## src/rtl/std_arb_pkg.sv

```systemverilog
// std_arb_pkg: shared FSM state type and rotating first-set-bit search for the functional-unit arbiter
package std_arb_pkg;
   typedef enum logic [1:0] {IDLE, BUSY, DONE} arb_state_t;
   localparam int max_req = 32;
   // Returns {found, index} of the first set bit at or above ptr, wrapping modulo n.
   function automatic logic [5:0] rr_first(input logic [max_req-1:0] req, input logic [4:0] ptr, input logic [5:0] n);
      logic [5:0] j;
      rr_first = '0;
      for (int k = max_req - 1; k >= 0; k--) begin
         j = {1'b0, ptr} + 6'(k);
         if (j >= n) j = j - n;
         if (6'(k) < n && req[j[4:0]]) rr_first = {1'b1, j[4:0]};
      end
   endfunction
endpackage

```

## src/rtl/std_fu_arbiter_if.sv

```systemverilog
// std_fu_arbiter_if: requester and functional-unit signals of the shared-unit arbiter
interface std_fu_arbiter_if #(parameter int width = 32, parameter int n_req = 4);
   localparam int idx_w = $clog2(n_req);
   logic [n_req-1:0]       req_valid;
   logic [n_req*width-1:0] req_left;
   logic [n_req*width-1:0] req_right;
   logic [n_req-1:0]       req_ready;
   logic [n_req-1:0]       done;
   logic [width-1:0]       result;
   logic [idx_w-1:0]       grant_id;
   logic                   fu_valid;
   logic [width-1:0]       fu_left;
   logic [width-1:0]       fu_right;
   logic                   fu_ready;
   logic [width-1:0]       fu_out;
   modport master (
      output req_valid, req_left, req_right, fu_ready, fu_out,
      input  req_ready, done, result, grant_id, fu_valid, fu_left, fu_right
   );
   modport slave (
      input  req_valid, req_left, req_right, fu_ready, fu_out,
      output req_ready, done, result, grant_id, fu_valid, fu_left, fu_right
   );
endinterface

```

## src/rtl/std_rr_pick.sv

```systemverilog
// std_rr_pick: combinational round-robin pick of the first requester at or after ptr
module std_rr_pick import std_arb_pkg::*; #(
   parameter int n_req = 4,
   parameter int idx_w = $clog2(n_req)
) (
   input  logic [n_req-1:0] req,
   input  logic [idx_w-1:0] ptr,
   output logic             any,
   output logic [idx_w-1:0] idx,
   output logic [n_req-1:0] gnt
);
   logic [5:0] r;
   assign r   = rr_first(max_req'(req), 5'(ptr), 6'(n_req));
   assign any = r[5];
   assign idx = idx_w'(r[4:0]);
   assign gnt = any ? n_req'(1) << idx : '0;
endmodule

```

## src/rtl/std_fu_arbiter.sv

```systemverilog
// std_fu_arbiter: round-robin time-sharing of one std_* functional unit among n_req requesters
module std_fu_arbiter import std_arb_pkg::*; #(
   parameter int width = 32,
   parameter int n_req = 4,
   localparam int idx_w = $clog2(n_req)
) (
   input logic            clk,
   input logic            reset_n,
   std_fu_arbiter_if.slave bus
);
   arb_state_t state, state_nx;
   logic [idx_w-1:0] ptr, grant_id, idx;
   logic [width-1:0] op_l, op_r, result;
   logic [width-1:0] l_arr [n_req];
   logic [width-1:0] r_arr [n_req];
   logic [n_req-1:0] req_ready, done, gnt;
   logic             any;
   for (genvar g = 0; g < n_req; g++) begin : g_unpack
      assign l_arr[g] = bus.req_left[g*width +: width];
      assign r_arr[g] = bus.req_right[g*width +: width];
   end
   std_rr_pick #(.n_req(n_req), .idx_w(idx_w)) u_pick (
      .req(bus.req_valid),
      .ptr(ptr),
      .any(any),
      .idx(idx),
      .gnt(gnt)
   );
   always_comb begin
      state_nx = state == IDLE ? (any ? BUSY : IDLE)
               : state == BUSY ? (bus.fu_ready ? DONE : BUSY)
               : IDLE;
   end
   always_ff @(posedge clk or negedge reset_n) begin
      if (!reset_n) begin
         state     <= IDLE;
         ptr       <= '0;
         grant_id  <= '0;
         op_l      <= '0;
         op_r      <= '0;
         result    <= '0;
         req_ready <= '0;
         done      <= '0;
      end else begin
         state     <= state_nx;
         req_ready <= '0;
         done      <= '0;
         if (state == IDLE && any) begin
            op_l      <= l_arr[idx];
            op_r      <= r_arr[idx];
            grant_id  <= idx;
            req_ready <= gnt;
         end
         if (state == BUSY && bus.fu_ready) result <= bus.fu_out;
         if (state == DONE) begin
            done <= n_req'(1) << grant_id;
            ptr  <= grant_id == idx_w'(n_req - 1) ? '0 : grant_id + 1'b1;
         end
      end
   end
   // fu_valid decodes the state register so it drops asynchronously with reset
   assign bus.fu_valid  = state == BUSY;
   assign bus.fu_left   = op_l;
   assign bus.fu_right  = op_r;
   assign bus.req_ready = req_ready;
   assign bus.done      = done;
   assign bus.result    = result;
   assign bus.grant_id  = grant_id;
endmodule

```

## src/flat_wrapper.sv

```systemverilog
// flat-port wrapper written by rule: the top's interface ports become plain ports
module std_fu_arbiter_flat import std_arb_pkg::*;
#(
   parameter int width = 32,
   parameter int n_req = 4,
   localparam int idx_w = $clog2(n_req)
)
  (clk, reset_n, bus_req_valid, bus_req_left, bus_req_right, bus_fu_ready, bus_fu_out, bus_req_ready, bus_done, bus_result, bus_grant_id, bus_fu_valid, bus_fu_left, bus_fu_right);
  std_fu_arbiter_if #(.width(width), .n_req(n_req)) bus_i ();
  input logic clk;
  input logic reset_n;
  input wire logic [$bits(bus_i.req_valid)-1:0] bus_req_valid;
  input wire logic [$bits(bus_i.req_left)-1:0] bus_req_left;
  input wire logic [$bits(bus_i.req_right)-1:0] bus_req_right;
  input wire logic [$bits(bus_i.fu_ready)-1:0] bus_fu_ready;
  input wire logic [$bits(bus_i.fu_out)-1:0] bus_fu_out;
  output wire logic [$bits(bus_i.req_ready)-1:0] bus_req_ready;
  output wire logic [$bits(bus_i.done)-1:0] bus_done;
  output wire logic [$bits(bus_i.result)-1:0] bus_result;
  output wire logic [$bits(bus_i.grant_id)-1:0] bus_grant_id;
  output wire logic [$bits(bus_i.fu_valid)-1:0] bus_fu_valid;
  output wire logic [$bits(bus_i.fu_left)-1:0] bus_fu_left;
  output wire logic [$bits(bus_i.fu_right)-1:0] bus_fu_right;
  assign bus_i.req_valid = bus_req_valid;
  assign bus_i.req_left = bus_req_left;
  assign bus_i.req_right = bus_req_right;
  assign bus_i.fu_ready = bus_fu_ready;
  assign bus_i.fu_out = bus_fu_out;
  assign bus_req_ready = bus_i.req_ready;
  assign bus_done = bus_i.done;
  assign bus_result = bus_i.result;
  assign bus_grant_id = bus_i.grant_id;
  assign bus_fu_valid = bus_i.fu_valid;
  assign bus_fu_left = bus_i.fu_left;
  assign bus_fu_right = bus_i.fu_right;
  std_fu_arbiter #(.width(width), .n_req(n_req)) u_core (.clk(clk), .reset_n(reset_n), .bus(bus_i));
endmodule
```

## config.mk

```make
export PLATFORM = sky130hd
export DESIGN_NAME = std_fu_arbiter_flat
export DESIGN_NICKNAME = d
export VERILOG_FILES = /design/src/rtl/std_arb_pkg.sv /design/src/rtl/std_fu_arbiter_if.sv /design/src/rtl/std_rr_pick.sv /design/src/rtl/std_fu_arbiter.sv /design/src/flat_wrapper.sv
export SDC_FILE = /design/constraint.sdc
export NUM_CORES = 1
export LEC_CHECK = 0
export BUFFER_PORTS_ARGS = -buffer_cell sky130_fd_sc_hd__buf_2
export CORE_AREA = 3 3 154 156
export DETAILED_ROUTE_END_ITERATION = 6
export DIE_AREA = 0 0 157 159
export PLACE_DENSITY = 0.6
export RECOVER_POWER = 25
export SETUP_SLACK_MARGIN = 0.4
export SYNTH_ARGS = -nofsm -noshare
export SYNTH_HDL_FRONTEND = slang
export SYNTH_HIERARCHICAL = 1
export SYNTH_SLANG_ARGS = --single-unit
```

## constraint.sdc

```tcl
create_clock -name clk -period 6.75 [get_ports clk]
set_input_delay 0 -clock clk [delete_from_list [all_inputs] [get_ports clk]]
set_output_delay 0 -clock clk [all_outputs]
set_load 0.1 [all_outputs]
```

**After elaboration in Yosys (flattened, before gate mapping)**

Cells that the tools add are included.

- Order comparisons: 9
- Add/subtract/negate cells: 8
- Multiplexer cells: 30
- Reduce and logical (&&, ||, !) cells: 3
- Equal/unequal tests: 3
- Shift operators: 2
- Bitwise operators: 1

Operator list:

| operator | count |
|---|---|
| binary-select mux 32 bit (select 2 bit) | 2 |
| 2-to-1 mux 32 bit | 4 |
| less-than comparator 5 x 6 -> 1 bit (second input constant) | 4 |
| 2-to-1 mux 6 bit | 4 |
| binary-select mux 1 bit (select 5 bit) | 4 |
| 2-to-1 mux 5 bit | 4 |
| >= comparator 3 bit (second input constant) | 4 |
| 2-to-1 mux 4 bit | 3 |
| subtractor 3 x 3 -> 4 bit (second input constant) | 3 |
| 2-to-1 mux 2 bit | 4 |
| left shift 1 x 2 -> 4 bit (first input constant) | 2 |
| adder 2 x 2 -> 3 bit (second input constant) | 2 |
| 2-to-1 mux 1 bit | 5 |
| equality test 2 bit (second input constant) | 2 |
| subtractor 2 x 3 -> 4 bit (second input constant) | 1 |
| adder 2 x 1 -> 3 bit (second input constant) | 1 |
| >= comparator 2 x 3 -> 1 bit (second input constant) | 1 |
| inverter 2 -> 3 bit | 1 |
| adder 2 x 1 -> 2 bit (second input constant) | 1 |
| equality test 2 x 1 -> 1 bit (second input constant) | 1 |
| logical AND 1 bit | 2 |
| logical NOT 2 bit | 1 |

- Bits in registers: 110
- Logic and storage cells: 64
- Input port bits: 295

**Depth between registers and ports, before layout**

- Depth in word-level cells: 13
- Mapped depth: 12

**Cells and area by module**

The synthesis kept the hierarchy.

Modules (own cells, without submodules):

| module | area an instance (um2) | cells each | seq. area each (um2) | times used |
|---|---|---|---|---|
| std_fu_arbiter | 5671.7 | 321 | 2752.6 | 1 |
| std_rr_pick | 370.4 | 46 | 0.0 | 1 |

**Least setup slack after synthesis**

No wires, ideal clock.

- Path kind: register to register
- Start point: reg u_core.ptr[1]
- End point: reg u_core.op_l[10] (netlist: u_core/bus.fu_left[10])
- Library setup time: 0.125 ns
- Buffers on the path: 2
- Setup slack: 3.766 ns
- Stages on the path, launching flop included: 12
- Data arrival time: 2.859 ns
- Required time: 6.625 ns
- Cells stage by stage: dfrtp_1 > inv_1 > ha_1 > a21bo_2 > o2bb2ai_1 > a211oi_2 > o22a_2 > inv_1 > buf_6 > buf_8 > mux4_2 > mux2_2

- Word-level cells in the longest chain between the ends: 13
- Elaborated cells between the ends (all ways): 32
- Those cells by class: 7 x add/sub; 4 x order compare; 19 x mux; 1 x bitwise; 1 x reduce/logical

Ends and longest elaborated chain:

| what | line | RTL |
|---|---|---|
| from (decl) | std_fu_arbiter.sv:12 | `logic [idx_w-1:0] ptr, grant_id, idx;` |
| from (signal assigned) | std_fu_arbiter.sv:57 | `ptr <= grant_id == idx_w'(n_req - 1) ? '0 : grant_id + 1'b1;` |
| adder 2 x 2 -> 3 bit | std_arb_pkg.sv:10 | `j = {1'b0, ptr} + 6'(k);` |
| subtractor 3 x 3 -> 4 bit or >= comparator 3 bit (tied branches) | std_arb_pkg.sv:11 | `if (j >= n) j = j - n;` |
| 2-to-1 mux 5 bit | std_arb_pkg.sv:11 |  |
| binary-select mux 1 bit (select 5 bit) | std_arb_pkg.sv:12 | `if (6'(k) < n && req[j[4:0]]) rr_first = {1'b1, j[4:0]};` |
| 2-to-1 mux 1 bit (not written as such) | std_arb_pkg.sv:12 |  |
| 2-to-1 mux 6 bit (3 in a row) | std_arb_pkg.sv:12 |  |
| 2-to-1 mux 6 bit * | std_arb_pkg.sv:12 |  |
| via u_core.idx[0] | std_fu_arbiter.sv:12 |  |
| inverter 2 -> 3 bit (not written as such) * | std_fu_arbiter.sv:49 | `op_l <= l_arr[idx];` |
| binary-select mux 32 bit (select 2 bit) * | std_fu_arbiter.sv:49 |  |
| 2-to-1 mux 32 bit (not written as such) * (2 in a row) | std_fu_arbiter.sv:49 |  |
| to (signal assigned) | std_fu_arbiter.sv:49 |  |
| to (decl) | std_fu_arbiter.sv:13 | `logic [width-1:0] op_l, op_r, result;` |

Mark *: on every way through the listed nets, which the timed path passes. The rest lies on a longest branch. The select of a mux whose other input is x is not followed.
A chain may end at the register's enable or synchronous reset.

**Final worst setup path**

- Start point: reg u_core.ptr[0]
- End point: reg u_core.op_r[5] (netlist: u_core/bus.fu_right[5])

- Word-level cells in the longest chain between the ends: 13
- Elaborated cells between the ends (all ways): 32
- Those cells by class: 7 x add/sub; 4 x order compare; 19 x mux; 1 x bitwise; 1 x reduce/logical

Ends and longest elaborated chain:

| what | line | RTL |
|---|---|---|
| adder 2 x 2 -> 3 bit | std_arb_pkg.sv:10 |  |
| subtractor 3 x 3 -> 4 bit or >= comparator 3 bit (tied branches) | std_arb_pkg.sv:11 |  |
| 2-to-1 mux 5 bit | std_arb_pkg.sv:11 |  |
| binary-select mux 1 bit (select 5 bit) | std_arb_pkg.sv:12 |  |
| 2-to-1 mux 1 bit (not written as such) | std_arb_pkg.sv:12 |  |
| 2-to-1 mux 6 bit (3 in a row) | std_arb_pkg.sv:12 |  |
| 2-to-1 mux 6 bit * | std_arb_pkg.sv:12 |  |
| via u_core.idx[0] | std_fu_arbiter.sv:12 |  |
| inverter 2 -> 3 bit (not written as such) * | std_fu_arbiter.sv:50 | `op_r <= r_arr[idx];` |
| binary-select mux 32 bit (select 2 bit) * | std_fu_arbiter.sv:50 |  |
| 2-to-1 mux 32 bit (not written as such) * (2 in a row) | std_fu_arbiter.sv:50 |  |
| to (signal assigned) | std_fu_arbiter.sv:50 |  |
| to (decl) | std_fu_arbiter.sv:13 |  |

Marked as above.

==> summary.md <==
| Metric | Value |
|---|---|
| DRC Markers | `0` |
| RSZ-0062 raised after global routing | `false` |
| Area contributors post-synth | `dfrtp_1, mux4_2, mux2_2, ha_1, buf_12` |
| Primary FF master, synth | `dfrtp_1` |
| Vias per cell | `4.62` |
| Final Max Tran Viols | `50` |
| Area of the multi-input gates | `0.00306 mm^2` |
| Post-Route M1 WL | `7860 um` |
| Ys Warns | `6` |
| Die ar. | `0.0250 mm^2` |
| Routed Antenna Nets | `0` |
| Initial antenna violation count | `1` |
| Cells after synthesis | `367` |
| CTS Root Cell | `clkbuf_16` |
| Die Span Y | `159 um` |
| RePlAce Congestion | `0.874` |
| Share of the synthesized area in the top cell type | `45.6%` |
| Clock Skews | `9.41 ps` |
| Critical Path AT | `4360 ps` |
| Synthesized Nets | `671` |
| Achievable Freq | `243 MHz` |
| Fillers | `2181` |
| Setup TNS | `0 ps` |
| Skew-Pair Late Insertion Delay | `350 ps` |
| Hold Crit Class | `primary input to flop` |
| Required @ worst endpoint | `6980 ps` |
| Synth area leader | `dfrtp_1` |
| Number of H-tree levels | `3` |
| DR vias | `5001` |
| Total clock buffers created by CTS | `9` |
| Clock Path Buffers | `2` |
| Period minus WS final | `4120 ps` |
| Register Area | `0.00275 mm^2` |
| Max Cap Viol | `1` |
| Final global-route overflow total | `0` |
| EDFF count, synth | `0` |
| Syn avg cell area | `16.5 um^2` |
| Fraction of layout cells with a size suffix above 1 | `70.7%` |
| Most frequent cell after synthesis | `dfrtp_1` |
| CTS tree | `done` |
| Synth cell types | `35` |
| WL met3 | `1490 um` |
| Clock tree sinks | `110` |
| Gr usage total | `15.9%` |
| Final Setup Violations | `0` |
| Final Hold Vio Count | `0` |
| Final net count | `1097` |
| Startpoint types | `flop` |
| Die outline width | `157 um` |
| Synthesis-to-finish area growth | `46.7%` |
| Ys async rst share | `100%` |
| Crit path kind | `flop to flop` |
| # diodes | `0` |
| Post-DP HPWL | `15800 um` |
| Synth Register Bits | `110` |
| Top sig layer | `met5` |
| Mapped Area | `0.00604 mm^2` |
| Initial DRT Pass Iterations | `4` |
| Post-Route WL | `20200 um` |
| Io pins | `402` |
| Detail Route met2 WL | `10600 um` |
| Largest net degree at the start of global routing | `63` |
| Sequential share of the synthesized area | `45.6%` |
| Largest fanout on the critical path | `47` |
| Worst-path clk slew | `80 ps` |
| Top cells by count, synth | `dfrtp_1, mux2_2, mux4_2` |
| Worst-margin pin slew | `2730 ps` |
| Starting DRT DRC Count | `163` |
| Setup Fix Bufs, Post-CTS | `0` |
| Worst rel slew slack | `-82.1%` |
| Core outline area | `0.0225 mm^2` |
| Initial core utilization | `26.9%` |
| Fraction of the cycle the final worst path needs | `61.1%` |
| PortBufs | `401` |
| First-pass GRT wire length | `30600 um` |
| Outcome | `finished, violations left` |
| Vias in the first global route | `5433` |
| WL per Instance | `18.7 um` |
| Failing checks | `max-capacitance violations, max-slew violations` |
| Row cnt | `55` |
| Crit. End Element | `flop` |
## worst paths after layout
kind / start / endpoint / slack (ps) / depth (start not counted)
worst max-delay path: u_core/ptr[0] / u_core/bus.fu_right[5] / 2630 / 10
worst min-delay path: bus_req_right[29] / u_core/bus.fu_right[29] / 90 / 3
worst max register to register: u_core/ptr[0] / u_core/bus.fu_right[5] / 2630 / 10
worst min register to register: u_core/bus.fu_left[8] / u_core/bus.fu_left[8] / 510 / 1
max in group asynchronous: reset_n / u_core/bus.fu_right[5] / 3710 / 3
min in group asynchronous: reset_n / u_core/bus.fu_right[21] / 1060 / 2
## what timing repair did
item | 4_1_cts | 5_1_grt
hold buffers | 34 | 0
hold endpoints to repair | 81 | 0
gates resized for setup | 0 | 0
## metrics by stage
step | hold WS [ps] | util [%] | worst slack (ps) | area, um^2 | instances
after detailed placement | 78.8 | 36.7 | 2520 | 8250 | 1033
after CTS | 66.6 | 39.6 | 2510 | 8910 | 1083
after global routing | 75.0 | 39.4 | 2240 | 8860 | 1083
final | 88.9 | 39.4 | 2630 | 8860 | 1083
after floorplan | -296 | - | 3770 | 6040 | 367
after global placement | 75.8 | 36.7 | 2630 | 8250 | 1033
## kinds of logic (layout without fill, tap and decap cells)
group | count (synthesis) | after routing | synth area share, %
AO/OA/AOI/OAI | 13 | 13 | 2.01
adder cells (fa/ha/maj) | 9 | 9 | 1.86
buffers and inverters | 34 | 465 | 3.96
flip-flops | 110 | 110 | 45.6
multiplexers | 171 | 171 | 43.8
AND/OR/NAND/NOR | 30 | 30 | 2.80
## critical path: stages, from the launching register on
cell       delay (ps)
dfrtp_1           630
inv_1             170
ha_1              390
a21bo_2           240
o2bb2ai_1         190
a211oi_2          110
o22a_2            270
inv_4             670
buf_4             490
mux4_2            560
mux2_2            270
## layer usage
| layer | track usage, % | up-vias |
|---|---|---|
| met3 | 4.48 | 22 |
| li1 | - | 2273 |
| met4 | 4.30 | 2 |
| met5 | 0 | - |
| met2 | 27.8 | 205 |
| met1 | 19.0 | 2499 |
## cell usage in the layout, fill, tap and decap left out, types with 2 or more instances in the layout
cell type | Yosys | layout
clkbuf_1 | 3 | 34
or3_1 | 2 | 2
inv_1 | 8 | 6
mux2_4 | 2 | 2
nand2_1 | 2 | 2
nand3_1 | 2 | 2
mux4_2 | 64 | 64
ha_1 | 9 | 9
clkbuf_16 | 0 | 9
dfrtp_1 | 110 | 110
nor2b_1 | 5 | 5
and2_1 | 9 | 9
nor2_1 | 5 | 5
dlygate4sd3_1 | 0 | 34
buf_4 | 0 | 6
buf_2 | 16 | 367
inv_6 | 0 | 2
o2bb2ai_1 | 2 | 2
mux2_2 | 100 | 100
mux2i_1 | 5 | 5
## layout make-up
class,instances,share of cell area [%]
Clock buffer,10,2.70
Clock inverter,6,0.847
Inverter,8,0.367
Multi-Input combinational cell,223,34.5
Sequential cell,110,31.1
Tap cell,285,4.02
Timing Repair Buffer,441,26.5
## flip-flops by register name (all words and copies together), names as in the netlist
name                  count
u_core/bus.result        32
u_core/bus.done           4
u_core/bus.fu_right      32
u_core/bus.req_ready      4
u_core/bus.fu_left       32
u_core/state              2
u_core/bus.grant_id       2
u_core/ptr                2
Power is not shown: default switching activity piles up to over one toggle a cycle in this logic, so the estimate is an artifact.
